File: src/rtl/fp_addsub_result.sv
// Result stage after the FP add/sub datapath: IEEE-754 single special-case
// overrides, exception flags, a 2-entry writeback FIFO and sticky FFLAGS.
module fp_addsub_result #(
   parameter int unsigned RD_W = 5
) (
   input  logic            clk,
   input  logic            rst,
   input  logic            in_valid,
   output logic            in_ready,
   input  logic [31:0]     op_a,
   input  logic [31:0]     op_b,
   input  logic            in_sub,
   input  logic [31:0]     raw_result,
   input  logic [RD_W-1:0] in_rd,
   output logic            out_valid,
   input  logic            out_ready,
   output logic [31:0]     out_data,
   output logic [RD_W-1:0] out_rd,
   output logic [4:0]      out_flags,
   output logic [4:0]      fflags,
   input  logic            fflags_we,
   input  logic [4:0]      fflags_wdata
);
   localparam int unsigned DEPTH  = 2;
   localparam int unsigned CNT_W  = 2;
   localparam int unsigned FLAG_W = 5;
   localparam logic [31:0] QNAN   = 32'h7FC0_0000;

   logic [31:0]       data_q  [DEPTH];
   logic [RD_W-1:0]   rd_q    [DEPTH];
   logic [FLAG_W-1:0] flags_q [DEPTH];
   logic              wptr;
   logic              rptr;
   logic [CNT_W-1:0]  count;

   logic              sb;
   logic              a_nan, b_nan, a_snan, b_snan;
   logic              a_inf, b_inf, a_zero, b_zero;
   logic              push, pop;
   logic [31:0]       res_c;
   logic [FLAG_W-1:0] flg_c;

   // Operand classification; denormals count as zero.
   assign sb     = op_b[31] ^ in_sub;
   assign a_nan  = (op_a[30:23] == 8'hFF) && (op_a[22:0] != 23'd0);
   assign b_nan  = (op_b[30:23] == 8'hFF) && (op_b[22:0] != 23'd0);
   assign a_snan = a_nan && !op_a[22];
   assign b_snan = b_nan && !op_b[22];
   assign a_inf  = (op_a[30:23] == 8'hFF) && (op_a[22:0] == 23'd0);
   assign b_inf  = (op_b[30:23] == 8'hFF) && (op_b[22:0] == 23'd0);
   assign a_zero = (op_a[30:23] == 8'h00);
   assign b_zero = (op_b[30:23] == 8'h00);

   // Priority-ordered result override; flags are {NV,DZ,OF,UF,NX}.
   always_comb begin
      res_c = raw_result;
      flg_c = '0;
      if (a_nan || b_nan) begin
         res_c    = QNAN;
         flg_c[4] = a_snan || b_snan;
      end else if (a_inf && b_inf && (op_a[31] != sb)) begin
         res_c    = QNAN;
         flg_c[4] = 1'b1;
      end else if (a_inf) begin
         res_c = op_a;
      end else if (b_inf) begin
         res_c = {sb, op_b[30:0]};
      end else if (a_zero && b_zero) begin
         res_c = {op_a[31] & sb, 31'd0};
      end else if (a_zero) begin
         res_c = {sb, op_b[30:0]};
      end else if (b_zero) begin
         res_c = op_a;
      end else if ((op_a[30:0] == op_b[30:0]) && (op_a[31] != sb)) begin
         res_c = 32'd0;
      end else if (raw_result[30:23] == 8'hFF) begin
         res_c    = {raw_result[31], 8'hFF, 23'd0};
         flg_c[2] = 1'b1;
         flg_c[0] = 1'b1;
      end else if ((raw_result[30:23] == 8'h00) && (raw_result[22:0] != 23'd0)) begin
         res_c    = {raw_result[31], 31'd0};
         flg_c[1] = 1'b1;
         flg_c[0] = 1'b1;
      end
   end

   assign in_ready  = rst & (count != CNT_W'(DEPTH));
   assign out_valid = (count != '0);
   assign out_data  = data_q[rptr];
   assign out_rd    = rd_q[rptr];
   assign out_flags = flags_q[rptr];
   assign push      = in_valid & in_ready;
   assign pop       = out_valid & out_ready;

   // FIFO storage, pointers, occupancy and sticky flags.
   always_ff @(posedge clk or negedge rst) begin
      if (!rst) begin
         for (int i = 0; i < DEPTH; i++) begin
            data_q[i]  <= '0;
            rd_q[i]    <= '0;
            flags_q[i] <= '0;
         end
         wptr   <= 1'b0;
         rptr   <= 1'b0;
         count  <= '0;
         fflags <= '0;
      end else begin
         if (push) begin
            data_q[wptr]  <= res_c;
            rd_q[wptr]    <= in_rd;
            flags_q[wptr] <= flg_c;
            wptr          <= ~wptr;
         end
         if (pop) begin
            rptr <= ~rptr;
         end
         case ({push, pop})
            2'b10:   count <= count + CNT_W'(1);
            2'b01:   count <= count - CNT_W'(1);
            default: count <= count;
         endcase
         // A CSR write takes precedence over retirement accumulation.
         if (fflags_we) begin
            fflags <= fflags_wdata;
         end else if (pop) begin
            fflags <= fflags | out_flags;
         end
      end
   end
endmodule

File: config.mk
export PLATFORM = sky130hd
export DESIGN_NAME = fp_addsub_result
export DESIGN_NICKNAME = d
export VERILOG_FILES = /design/src/rtl/fp_addsub_result.sv
export SDC_FILE = /design/constraint.sdc
export NUM_CORES = 1
export LEC_CHECK = 0
export CORE_MARGIN = 2
export CORE_UTILIZATION = 50
export CTS_CLUSTER_DIAMETER = 50
export DETAILED_ROUTE_END_ITERATION = 6
export MAX_ROUTING_LAYER = met4
export PLACE_DENSITY = 0.84
export SLEW_MARGIN = 25
export SYNTH_ARGS = -nofsm -noshare
export SYNTH_HDL_FRONTEND = slang
export SYNTH_SLANG_ARGS = --single-unit
File: constraint.sdc
create_clock -name clk -period 2.8 [get_ports clk]
set_input_delay 0.42 -clock clk [delete_from_list [all_inputs] [get_ports clk]]
set_output_delay 0.42 -clock clk [all_outputs]
set_load 0.1 [all_outputs]
==> results.txt <==
CP endpoint kind -> flop
Peak VDD IR -> 1360 uV
Share of layout cells above drive strength 1 -> 0.188
Root Buffer -> clkbuf_8
Worst skew pair latency -> 0.38 ns
Startpoint types -> input port
Initial Util -> 0.507
DRT antenna net count -> 0
Die height -> 108 um
Critical path arrival -> 2.88 ns
Post-Syn Instances -> 632
Postcts setup bufs -> 0
Max Fclk -> 383 MHz
Tmin final -> 2.61 ns
TritonCTS Buffers -> 9
Die area -> 0.0117 mm^2
DRT iter0 DRCs -> 482
Synth unique cells -> 46
# fillers -> 764
Slowest CP cell -> nor4_1
Drc violations -> 0
Hold WC Path Type -> in -> async
Vias in the first global route -> 5,741
Nets -> 905
Status -> complete, no violations
Area grow syn2layout -> 45.0%
Pwr/cell area -> 1220 mW/mm^2
Clock slew at reported path FFs -> 0.10 ns
Yosys top cell area share -> 0.420
P_leak -> 3.36 nW
Diodes inserted -> 0
Internal power -> 4.55 mW
Least-Margin Pin Slew -> 0.756 ns
Hold slack -> 0.401 ns
Die X -> 108 um
Number of port buffers -> 159
1st-pass router iterations -> 6
Combinational group share of total power -> 0.686
CP cell instances -> clkdlybuf4s50_1, xnor2_1, nand4_1, nor4_1, a211oi_1, a221o_1, mux2_2
Routed Wire Length -> 18,500 um
Yosys warns -> 0
Antenna violations before repair -> 0
Unrepaired setup endpoints after global routing -> false
Seq cells post-synth -> 91
Critical path class -> in -> reg
Sequential share of power -> 0.228
Tcrit/Tclk final -> 0.933
Top cells by area, synth -> dfrtp_1 42%, nand2_1 11%, mux2_2 10%, o21ai_0 5.5%, xnor2_1 5.5%
Clk network pwr share -> 0.086
Clock tree buffer depth -> 2
Grt ovf -> 0
Top Ports -> 161
Total power draw -> 9.56 mW
Largest net degree at the start of global routing -> 85
Slew margin rel. -> 0.496
H-Tree Depth -> 3
Hold Violations, Final -> 0
Post-CTS Resized -> 0
Hold buffer count at CTS -> 1
Switching part of the total -> 0.524
DR WL/cell -> 19.8 um
Mapped cell area -> 0.00542 mm^2
Most frequent cells in the layout -> 154 x nand2_1, 110 x clkdlybuf4s50_1, 90 x dfrtp_1, 60 x o21ai_0, 48 x mux2_2
Syn_area_per_cell -> 8.58 um^2
Routed vias/inst -> 6.11
First-pass GRT wire length -> 29,300 um
Largest stage delay, worst path -> 0.53 ns
Core box area -> 0.0107 mm^2
Data required, critical path -> 3.06 ns
Commonest non-fill, non-tap cell in the layout -> nand2_1
Sequential fraction of the synthesis area -> 0.420
Syn nets -> 746
# clock sinks -> 91
Std cell rows -> 38
Max Slew Vio Count -> 0
Gp weighted congestion -> 0.966
Psw -> 5.01 mW
Final Setup Violations -> 0
CTS tree -> built
Post-detail-place hpwl -> 14,000 um
Via count -> 5,716
GRT Total Usage -> 0.337
Maxcap violations -> 0
Worst Skew -> 0.0206 ns
Critical Path Fanout Max -> 4
Synth area leader -> dfrtp_1
-- through the flow --
step,setup TNS (ns),area (um^2),instances,setup slack [ns],utilization
after floorplan,0,5420,632,0.341,-
after global placement,-0.129,7670,919,-0.0520,0.717
after detailed placement,-0.485,7670,919,-0.112,0.717
after CTS,0,7860,936,0.280,0.734
after global routing,0,7860,936,0.0348,0.735
final,0,7860,936,0.186,0.735
-- synthesized netlist by cell type (all sizes together) --
cell type and instances:
nand2 154, o21ai 104, dfrtp 91, mux2 48, clkbuf 36, xnor2 34
a31oi 27, nor4 21, nand4 18, a21oi 13, nor2 13, nand3 9
nor3 8, a221o 7, buf 7, and2 4, mux2i 4, o31ai 4
or2 4, a211oi 2, and4 2, ha 2, inv 2, o21a 2
o41ai 2, or4 2, xor2 2, a2111oi 1, a211o 1, a21boi 1
a32oi 1, conb 1, o211ai 1, o22ai 1, o31a 1, o32ai 1
or3 1
-- worst paths after layout --
| check | from | end | slack, ns | cells past startpoint |
|---|---|---|---|---|
| setup / recovery | op_b[27] | data_q[58] | 0.19 | 7 |
| hold / removal | rst | fflags[2] | 0.40 | 2 |
| setup reg to reg | count[1] | flags_q[9] | 0.83 | 6 |
| hold reg to reg | flags_q[1] | flags_q[1] | 0.48 | 2 |
| max in group asynchronous | rst | rptr | 1.41 | 3 |
| min in group clk | flags_q[1] | flags_q[1] | 0.48 | 2 |
-- worst max-delay path: cells and delay by family --
kind | cells | cell delay, ns
simple gates | 2 | 0.66
compound gates | 2 | 0.68
mux | 1 | 0.26
xor+xnor | 1 | 0.36
buf+inv | 1 | 0.50
-- final cells by class --
| class | count | area [um^2] | share of cell area |
|---|---|---|---|
| clock buffer | 11 | 131 | 0.0167 |
| inverter | 2 | 7.51 | 0.000955 |
| clock inverter | 5 | 38.8 | 0.00494 |
| tap | 140 | 175 | 0.0223 |
| sequential | 91 | 2280 | 0.290 |
| multi-input combinational | 496 | 2970 | 0.378 |
| timing repair buffer | 191 | 2250 | 0.287 |
-- power by group through the flow --
stage | Combinational [mW] | Sequential (mW) | Clock, mW
2_1_floorplan | 4.20 | 2.11 | 0
3_3_place_gp | 6.49 | 2.15 | 0
3_5_place_dp | 6.56 | 2.20 | 0
4_1_cts | 6.58 | 2.18 | 0.823
5_1_grt | 6.81 | 2.25 | 0.881
6_report | 6.56 | 2.18 | 0.818
-- registers in the layout, indices dropped and copies added (netlist names) --
register / cells
count: 2
data_q: 64
fflags: 5
flags_q: 8
rd_q: 10
rptr: 1
wptr: 1
-- routing by layer --
layer	vias to the layer above	track usage	part of all wire
li1	2581	-	-
met1	2743	0.433	0.40
met2	330	0.538	0.48
met3	62	0.0476	0.085
met4	0	0.138	0.035
met5	-	-	0
-- kinds of logic (layout without fill, tap and decap cells) --
logic type / after synthesis / count (layout) / share of synthesized area
flops: 91 / 91 / 0.420
simple gates: 236 / 236 / 0.197
compound gates: 169 / 169 / 0.179
buf+inv: 45 / 209 / 0.0332
other cells: 1 / 1 / 0.000692
fa+ha+maj: 2 / 2 / 0.00462
mux: 52 / 52 / 0.107
xor+xnor: 36 / 36 / 0.0582
Power figures use the tool's default switching activity.
